## src/rtl/lcd_timing_if.sv

```systemverilog
`default_nettype none
// ============================================================================
// Module      : lcd_timing_if
// Description : Enable input plus raster sync/coordinate outputs of the LCD
//               timing generator.
// Revision    : 1.0 - initial release
// ============================================================================
interface lcd_timing_if;
    logic        Enable;
    logic [15:0] PixelCount;
    logic [15:0] LineCount;
    logic        LCD_DEN;
    logic        LCD_HSYNC;
    logic        LCD_VSYNC;
    logic        LineStart;
    logic        FrameStart;
    logic [15:0] FrameCount;

    modport master (
        input  Enable,
        output PixelCount, LineCount, LCD_DEN, LCD_HSYNC, LCD_VSYNC,
               LineStart, FrameStart, FrameCount
    );

    modport slave (
        output Enable,
        input  PixelCount, LineCount, LCD_DEN, LCD_HSYNC, LCD_VSYNC,
               LineStart, FrameStart, FrameCount
    );
endinterface
`default_nettype wire

```

## src/rtl/lcd_timing_gen.sv

```systemverilog
`default_nettype none
// ============================================================================
// Module      : lcd_timing_gen
// Description : Free-running raster timing generator for an RGB LCD panel.
// Revision    : 1.0 - initial release
// ============================================================================
module lcd_timing_gen #(
    parameter int H_ACTIVE     = 800,
    parameter int H_FRONT      = 40,
    parameter int H_SYNC       = 48,
    parameter int H_BACK       = 88,
    parameter int V_ACTIVE     = 480,
    parameter int V_FRONT      = 13,
    parameter int V_SYNC       = 3,
    parameter int V_BACK       = 32,
    parameter bit SYNC_ACT_LOW = 1'b1
) (
    input  wire logic    PixelClk,
    input  wire logic    Reset,
    lcd_timing_if.master bus
);

    localparam int H_TOTAL = H_ACTIVE + H_FRONT + H_SYNC + H_BACK;
    localparam int V_TOTAL = V_ACTIVE + V_FRONT + V_SYNC + V_BACK;

    localparam logic [15:0] H_LAST    = 16'(H_TOTAL - 1);
    localparam logic [15:0] V_LAST    = 16'(V_TOTAL - 1);
    localparam logic [15:0] H_ACT16   = 16'(H_ACTIVE);
    localparam logic [15:0] V_ACT16   = 16'(V_ACTIVE);
    localparam logic [15:0] HS_BEGIN  = 16'(H_ACTIVE + H_FRONT);
    localparam logic [15:0] HS_END    = 16'(H_ACTIVE + H_FRONT + H_SYNC);
    localparam logic [15:0] VS_BEGIN  = 16'(V_ACTIVE + V_FRONT);
    localparam logic [15:0] VS_END    = 16'(V_ACTIVE + V_FRONT + V_SYNC);
    localparam logic        SYNC_ON   = ~SYNC_ACT_LOW;
    localparam logic        SYNC_OFF  = SYNC_ACT_LOW;
    localparam logic [15:0] COORD_OFF = 16'hFFFF;

    logic [15:0] h_q, h_d, v_q, v_d;
    logic [15:0] px_q, px_d, ln_q, ln_d, fc_q, fc_d;
    logic        den_q, den_d, hs_q, hs_d, vs_q, vs_d;
    logic        ls_q, ls_d, fs_q, fs_d, first_q, first_d;

    logic [15:0] h_nxt, v_nxt;
    logic        den_nxt;

    // Outputs are derived from the upcoming position so they line up with h/v.
    always_comb begin
        h_nxt   = (h_q == H_LAST) ? 16'd0 : h_q + 16'd1;
        v_nxt   = v_q;
        if (h_q == H_LAST) begin
            v_nxt = (v_q == V_LAST) ? 16'd0 : v_q + 16'd1;
        end
        den_nxt = (h_nxt < H_ACT16) && (v_nxt < V_ACT16);

        h_d     = h_q;
        v_d     = v_q;
        px_d    = px_q;
        ln_d    = ln_q;
        den_d   = den_q;
        hs_d    = hs_q;
        vs_d    = vs_q;
        fc_d    = fc_q;
        first_d = first_q;
        ls_d    = 1'b0;
        fs_d    = 1'b0;

        if (bus.Enable) begin
            h_d   = h_nxt;
            v_d   = v_nxt;
            den_d = den_nxt;
            px_d  = den_nxt ? h_nxt : COORD_OFF;
            ln_d  = den_nxt ? v_nxt : COORD_OFF;
            hs_d  = ((h_nxt >= HS_BEGIN) && (h_nxt < HS_END)) ? SYNC_ON : SYNC_OFF;
            vs_d  = ((v_nxt >= VS_BEGIN) && (v_nxt < VS_END)) ? SYNC_ON : SYNC_OFF;
            ls_d  = (h_nxt == 16'd0);
            fs_d  = (h_nxt == 16'd0) && (v_nxt == 16'd0);
            // The first frame start after reset opens a frame; it completes none.
            if (fs_d) begin
                if (first_q) begin
                    first_d = 1'b0;
                end else begin
                    fc_d = fc_q + 16'd1;
                end
            end
        end
    end

    always_ff @(posedge PixelClk or posedge Reset) begin
        if (Reset) begin
            h_q     <= H_LAST;
            v_q     <= V_LAST;
            px_q    <= COORD_OFF;
            ln_q    <= COORD_OFF;
            den_q   <= 1'b0;
            hs_q    <= SYNC_OFF;
            vs_q    <= SYNC_OFF;
            ls_q    <= 1'b0;
            fs_q    <= 1'b0;
            fc_q    <= 16'd0;
            first_q <= 1'b1;
        end else begin
            h_q     <= h_d;
            v_q     <= v_d;
            px_q    <= px_d;
            ln_q    <= ln_d;
            den_q   <= den_d;
            hs_q    <= hs_d;
            vs_q    <= vs_d;
            ls_q    <= ls_d;
            fs_q    <= fs_d;
            fc_q    <= fc_d;
            first_q <= first_d;
        end
    end

    assign bus.PixelCount = px_q;
    assign bus.LineCount  = ln_q;
    assign bus.LCD_DEN    = den_q;
    assign bus.LCD_HSYNC  = hs_q;
    assign bus.LCD_VSYNC  = vs_q;
    assign bus.LineStart  = ls_q;
    assign bus.FrameStart = fs_q;
    assign bus.FrameCount = fc_q;

endmodule
`default_nettype wire
```

## src/flat_wrapper.sv

```systemverilog
// flat-port wrapper written by rule: the top's interface ports become plain ports
module lcd_timing_gen_flat 
#(
    parameter int H_ACTIVE     = 800,
    parameter int H_FRONT      = 40,
    parameter int H_SYNC       = 48,
    parameter int H_BACK       = 88,
    parameter int V_ACTIVE     = 480,
    parameter int V_FRONT      = 13,
    parameter int V_SYNC       = 3,
    parameter int V_BACK       = 32,
    parameter bit SYNC_ACT_LOW = 1'b1
)
  (PixelClk, Reset, bus_Enable, bus_PixelCount, bus_LineCount, bus_LCD_DEN, bus_LCD_HSYNC, bus_LCD_VSYNC, bus_LineStart, bus_FrameStart, bus_FrameCount);
  lcd_timing_if bus_i ();
  input  wire logic PixelClk;
  input  wire logic Reset;
  input wire logic [$bits(bus_i.Enable)-1:0] bus_Enable;
  output wire logic [$bits(bus_i.PixelCount)-1:0] bus_PixelCount;
  output wire logic [$bits(bus_i.LineCount)-1:0] bus_LineCount;
  output wire logic [$bits(bus_i.LCD_DEN)-1:0] bus_LCD_DEN;
  output wire logic [$bits(bus_i.LCD_HSYNC)-1:0] bus_LCD_HSYNC;
  output wire logic [$bits(bus_i.LCD_VSYNC)-1:0] bus_LCD_VSYNC;
  output wire logic [$bits(bus_i.LineStart)-1:0] bus_LineStart;
  output wire logic [$bits(bus_i.FrameStart)-1:0] bus_FrameStart;
  output wire logic [$bits(bus_i.FrameCount)-1:0] bus_FrameCount;
  assign bus_i.Enable = bus_Enable;
  assign bus_PixelCount = bus_i.PixelCount;
  assign bus_LineCount = bus_i.LineCount;
  assign bus_LCD_DEN = bus_i.LCD_DEN;
  assign bus_LCD_HSYNC = bus_i.LCD_HSYNC;
  assign bus_LCD_VSYNC = bus_i.LCD_VSYNC;
  assign bus_LineStart = bus_i.LineStart;
  assign bus_FrameStart = bus_i.FrameStart;
  assign bus_FrameCount = bus_i.FrameCount;
  lcd_timing_gen #(.H_ACTIVE(H_ACTIVE), .H_FRONT(H_FRONT), .H_SYNC(H_SYNC), .H_BACK(H_BACK), .V_ACTIVE(V_ACTIVE), .V_FRONT(V_FRONT), .V_SYNC(V_SYNC), .V_BACK(V_BACK), .SYNC_ACT_LOW(SYNC_ACT_LOW)) u_core (.PixelClk(PixelClk), .Reset(Reset), .bus(bus_i));
endmodule
```

## config.mk

```make
export PLATFORM = sky130hd
export DESIGN_NAME = lcd_timing_gen_flat
export DESIGN_NICKNAME = d
export VERILOG_FILES = /design/src/rtl/lcd_timing_if.sv /design/src/rtl/lcd_timing_gen.sv /design/src/flat_wrapper.sv
export SDC_FILE = /design/constraint.sdc
export NUM_CORES = 1
export LEC_CHECK = 0
export ABC_AREA = 1
export CAP_MARGIN = 20
export CORE_ASPECT_RATIO = 0.75
export CORE_MARGIN = 2
export CORE_UTILIZATION = 35
export DETAILED_ROUTE_END_ITERATION = 10
export GPL_TIMING_DRIVEN = 0
export PLACE_DENSITY_LB_ADDON = 0.25
export SYNTH_ARGS = -nofsm -noshare
export SYNTH_HDL_FRONTEND = slang
export SYNTH_SLANG_ARGS = --single-unit
```

## constraint.sdc

```tcl
create_clock -name PixelClk -period 2.9 [get_ports PixelClk]
set_input_delay 0.435 -clock PixelClk [delete_from_list [all_inputs] [get_ports PixelClk]]
set_output_delay 0.435 -clock PixelClk [all_outputs]
set_load 0.01 [all_outputs]
```

* After elaboration in Yosys (flattened, before gate mapping)
Cells that the tools add are included.
** Cells by class
- $add $sub $neg :: 3
- Reduce and logical (&&, ||, !) cells :: 8
- Muxes and demuxes :: 9
- Equal/unequal tests :: 2
- Bitwise logic cells :: 1
- Order comparisons :: 6
** Operators with widths (number)
- $mux W16 :: 5
- $add A16 B1 Y16 const B :: 3
- $eq A16 B10 Y1 const B :: 2
- $logic_not A16 Y1 :: 2
- $lt A16 B10 Y1 const B :: 2
- $lt A16 B9 Y1 const B :: 2
- $ge A16 B10 Y1 const B :: 1
- $ge A16 B9 Y1 const B :: 1
- $logic_and A1 B1 Y1 :: 4
- $mux W1 :: 4
- $reduce_and A3 Y1 :: 1
- $reduce_and A2 Y1 :: 1
- $not A1 Y1 :: 1
** Storage, ports and cells
- Register bits after elaboration :: 86
- Output and inout port bits :: 53
- Word-level logic and storage cells :: 40
- Input port bits :: 3

* Depth between registers and ports, before layout
- Depth after elaboration :: 6
- Mapped depth :: 18
- Gate-level depth less buffers :: 17

* Worst setup path after synthesis
OpenSTA, ideal clock, no wires.
- Path kind :: register to register
- Start point :: register u_core.v_q[0]
- End point :: register u_core.fc_q[3] (netlist: u_core.bus.FrameCount[3])
- Setup slack :: 622 ps
- Setup time :: 119 ps
- Stages on the path, launching flop included :: 16
- Arrival :: 2159 ps
- Path through :: dfstp_2 > ha_1 > nand2_1 > nor2_4 > inv_2 > nor2_1 > nand2_1 > nand3_1 > nand2_1 > nor2_1 > nand2_1 > nor2_2 > nand4_2 > buf_6 > nand2_1 > nand2_1
** Between the ends
- Word-level cells in the longest chain between the ends :: 6
- Elaborated cells between the ends (all ways) :: 7
** RTL lines
- start, declared :: line lcd_timing_gen.sv:38 : logic [15:0] h_q, h_d, v_q, v_d;
- start signal, assigned :: line lcd_timing_gen.sv:103 : v_q <= v_d;
- $add A16 B1 Y16 or $eq A16 B10 Y1 (tied branches) :: line lcd_timing_gen.sv:51 : v_nxt = (v_q == V_LAST) ? 16'd0 : v_q + 16'd1;
- $mux W16 :: line lcd_timing_gen.sv:51
- $mux W16 (*) :: line lcd_timing_gen.sv:50 : if (h_q == H_LAST) begin
- $logic_not A16 Y1 (*) :: line lcd_timing_gen.sv:76 : fs_d = (h_nxt == 16'd0) && (v_nxt == 16'd0);
- $logic_and A1 B1 Y1 (*) :: line lcd_timing_gen.sv:76
- $reduce_and A3 Y1 (no line) (*)
- end signal, assigned :: line lcd_timing_gen.sv:99 : fc_q <= 16'd0;
- end signal, assigned :: line lcd_timing_gen.sv:111 : fc_q <= fc_d;
- end, declared :: line lcd_timing_gen.sv:39 : logic [15:0] px_q, px_d, ln_q, ln_d, fc_q, fc_d;
Every way passes the cells marked *; elsewhere a longest branch is shown, timed or not.
A chain may end at the register's enable or synchronous reset.

* Final worst setup path
- Start point :: register u_core.h_q[0]
- End point :: register u_core.fc_q[2] (netlist: u_core.bus.FrameCount[2])
** Between the ends
- Word-level cells in the longest chain between the ends :: 5
- Elaborated cells between the ends (all ways) :: 8
** RTL lines
- start, declared :: line lcd_timing_gen.sv:38
- start signal, assigned :: line lcd_timing_gen.sv:90 : h_q <= H_LAST;
- start signal, assigned :: line lcd_timing_gen.sv:102 : h_q <= h_d;
- $add A16 B1 Y16 or $eq A16 B10 Y1 (tied branches) :: line lcd_timing_gen.sv:48, lcd_timing_gen.sv:50
- $mux W16 (on tied branches) :: line lcd_timing_gen.sv:48, lcd_timing_gen.sv:50
- $logic_not A16 Y1 :: line lcd_timing_gen.sv:76
- $logic_and A1 B1 Y1 (*) :: line lcd_timing_gen.sv:76
- $reduce_and A3 Y1 (no line) (*)
Marked as above.

==> out/metrics.csv <==
stage,metric,value,unit
pwr,power per cell area,593,nW/µm²
synthesis,post-synthesis sequential area ratio,0.410,
timing,Setup TNS Final,0,ps
synthesis,post-synth top area share,0.234,
floorplanning,row count,39,
timing,RSZ-0062 raised after global routing,true,
setup_path,"Req. time, crit path",3130,ps
floorplanning,Die H,112,µm
clock_network,Clock Pin Slew Worst Setup and Hold Paths,70,ps
synthesis,dominant cells by area after synthesis,"dfstp_2 (23%), nand2_1 (20%), dfrtp_1 (18%)",
setup_path,Buf/Inv on CP,2,
pwr,Peak VDD IR,0.315,mV
floorplanning,initial core utilization,0.356,
final_layout,"most common cell after layout, fill and taps aside",nand2_1,
synthesis,YS warnings,0,
placed_design,PortBufs,54,
synthesis,mean post-synth cell area,7.03,µm²
timing,final setup violation count,0,
setup_path,Setup CP Type,reg2reg,
timing,Slew Limit Fails,0,
route,"antenna viol nets, final",0,
clock_network,CTS tree,done,
grt,gr usage total,0.179,
timing,Worst-Margin Slew,619,ps
floorplanning,Ports,56,
timing,final worst path period need,2720,ps
timing,slew margin rel.,0.588,
setup_path,crit-path max FO,10,
setup_path,Crit. End Element,flop,
route,drt drc,0,
clock_network,Sink Count,86,
run_status,status,"finished, final reports clean",
setup_path,WP data arrival,2950,ps
timing,Hold Fails Final Rpt,0,
synthesis,cell taking the most area after synthesis,dfstp_2,
clock_network,Skew-Pair Late Insertion Delay,340,ps
floorplanning,die area,16400,µm²
synthesis,Syn Inst Count,767,
grt,antenna violations before repair,0,
route,first-iteration detailed-routing DRC count,307,
clock_network,clk root buf,clkbuf_16,
synthesis,Post-Syn Area,5400,µm²
flow_run,max-cap check violation count,0,
timing,Clock Skew,9.65,ps
setup_path,crit-path leading delay family,simple AND/OR/NAND/NOR gates,
placed_design,Post-DP HPWL,10.5,mm
grt,residual overflow from global routing,0,
clock_network,TritonCTS buffer count,9,
floorplanning,DIE WIDTH,147,µm
synthesis,Yosys reg bits,86,
placed_design,Cells after DPL,1027,
setup_path,"most used cell, CP",nand2_1,
route,WL final,14.1,mm
grt,largest net degree at the start of global routing,63,
setup_path,Slowest cell on crit path,dfstp_2,
route,Detailed Routing Iterations Pass 1,5,
synthesis,Synthesized Nets,774,
grt,first-pass GRT wire length,23.7,mm
route,drt via density,4.76,
route,vias post-DR,4964,
timing,fmax,368,MHz
route,WL/cell,13.5,µm
final_layout,Antenna Diode Count,0,
clock_network,Clock H-tree levels,3,
final_layout,"commonest cells after routing, fill and taps aside","nand2_1 (286), inv_1 (72), nor2_1 (69)",
floorplanning,Core Region,15200,µm²
min_path,min-delay worst type,in2async,
pwr,LEAKAGE,2.95,nW
placed_design,gpl congestion,0.876,
grt,number of global-route vias before repair,4611,
final_layout,layout cell share with drive strength beyond 1,0.152,
final_layout,Finished Layout Cells,1043,
setup_path,CP Launch Type,flop,
synthesis,library cells used by synthesis,33,
setup_path,CP Cell Sequence,ha_1 -> nand2_2 -> nor2_2 -> nand2_1 -> inv_2 -> nand2_4 -> nand3_1 -> nand2_1 -> nor2_1 -> nand2_1 -> nor2_4 -> nand4_4 -> buf_6 -> nand2_1 -> nand2_1,
timing,Tcrit/Tclk final,0.938,
setup_path,max incr delay on CP,570,ps
final_layout,nets,840,
clock_network,clock buffer depth,2,
final_layout,area added between synthesis and finish,21.0,%
clock_network,hold buffer count at CTS,0,
==> metrics by stage <==
step           worst slack (ps)   util  power [mW]  hold WS, ps  area [µm²]
4_1_cts                    75.9  0.428        3.88          430        6500
3_3_place_gp              -1230  0.408        2.76          451        6190
3_5_place_dp               98.0  0.410        2.77          451        6220
2_1_floorplan               323      -        2.39          438        5400
6_report                    180  0.430        3.87          413        6530
5_1_grt                   -20.3  0.430        4.13          444        6530
==> cell usage after synthesis <==
cell      count
nand2_1     287
nand3b_1      2
and2_1        1
dfrtp_1      38
clkinv_1      1
clkbuf_1     15
ha_1          4
inv_1        73
nor2_2        9
nor3_1       10
buf_2         4
nor2_8        1
o21ai_0      35
nor2_4        6
buf_6         6
and3_1        1
dfstp_2      48
nor2_1       73
xor2_1       17
nor4_1        3
nand3_4       1
buf_4         4
nand2_4       1
o21ai_1       4
nand3_1      51
inv_2         9
nor3_2        1
nand3_2       2
o211ai_2      1
nand4_2       1
nand2_2       8
nand4_1      46
xnor2_1       4
==> registers in the layout, summed over array words and instances (netlist names) <==
register / flops
u_core.bus.LineStart: 1
u_core.bus.LCD_DEN: 1
u_core.first_q: 1
u_core.bus.LCD_VSYNC: 1
u_core.bus.LineCount: 16
u_core.v_q: 16
u_core.bus.LCD_HSYNC: 1
u_core.bus.FrameCount: 16
u_core.h_q: 16
u_core.bus.FrameStart: 1
u_core.bus.PixelCount: 16
==> where the power goes <==
part	total (mW)	switching, mW	internal [mW]
clock	1.10	0.509	0.588
combinational	1.17	0.738	0.431
sequential	1.61	0.164	1.44
total	3.87	1.41	2.46
==> worst paths after layout <==
check                                            from  slack (ps)                               endpoint  depth (start not counted)
max                         u_core.h_q[0]$_DFFE_PP1P_         180   u_core.bus.FrameCount[2]$_DFFE_PP0P_                         15
min                                             Reset         410   u_core.bus.FrameCount[3]$_DFFE_PP0P_                          2
max reg2reg                 u_core.h_q[0]$_DFFE_PP1P_         180   u_core.bus.FrameCount[2]$_DFFE_PP0P_                         15
min reg2reg                u_core.first_q$_DFFE_PP1P_         460             u_core.first_q$_DFFE_PP1P_                          2
max in group asynchronous                       Reset        1830              u_core.h_q[6]$_DFFE_PP1P_                          3
min in group PixelClk                      bus_Enable         460  u_core.bus.PixelCount[14]$_DFFE_PP1P_                          3
==> layout make-up <==
type	instances	area, µm²
fillers	1594	8650
multi-input cells	569	2730
flip-flops and latches	86	2210
repair buffers	55	568
inverters	83	314
well taps	205	256
clock buffers	10	229
plain buffers	29	174
clock inverters	6	45.0
==> per-layer routing <==
metal | GRT usage | vias up | part of all wire
met5 | 0 | - | 0
met4 | 0.0327 | 0 | 0.0068
met3 | 0.0381 | 10 | 0.056
met2 | 0.257 | 119 | 0.40
met1 | 0.278 | 2264 | 0.54
li1 | - | 2571 | -
==> cells by family (layout without fill, tap and decap cells) <==
group / after synthesis / count (layout) / share of synthesized area
AND/OR/NAND/NOR: 504 / 504 / 0.418
AO/OA/AOI/OAI: 40 / 40 / 0.0385
XOR/XNOR: 21 / 21 / 0.0341
adder cells (fa/ha/maj): 4 / 4 / 0.00928
flip-flops: 86 / 86 / 0.410
buffers and inverters: 112 / 183 / 0.0900
==> timing repair <==
item                       in CTS  in global routing
setup buffers                   0                  0
gates resized for setup         0                  9
setup endpoints to repair       0                 37
Note: power is estimated with default switching activity, not from simulation.
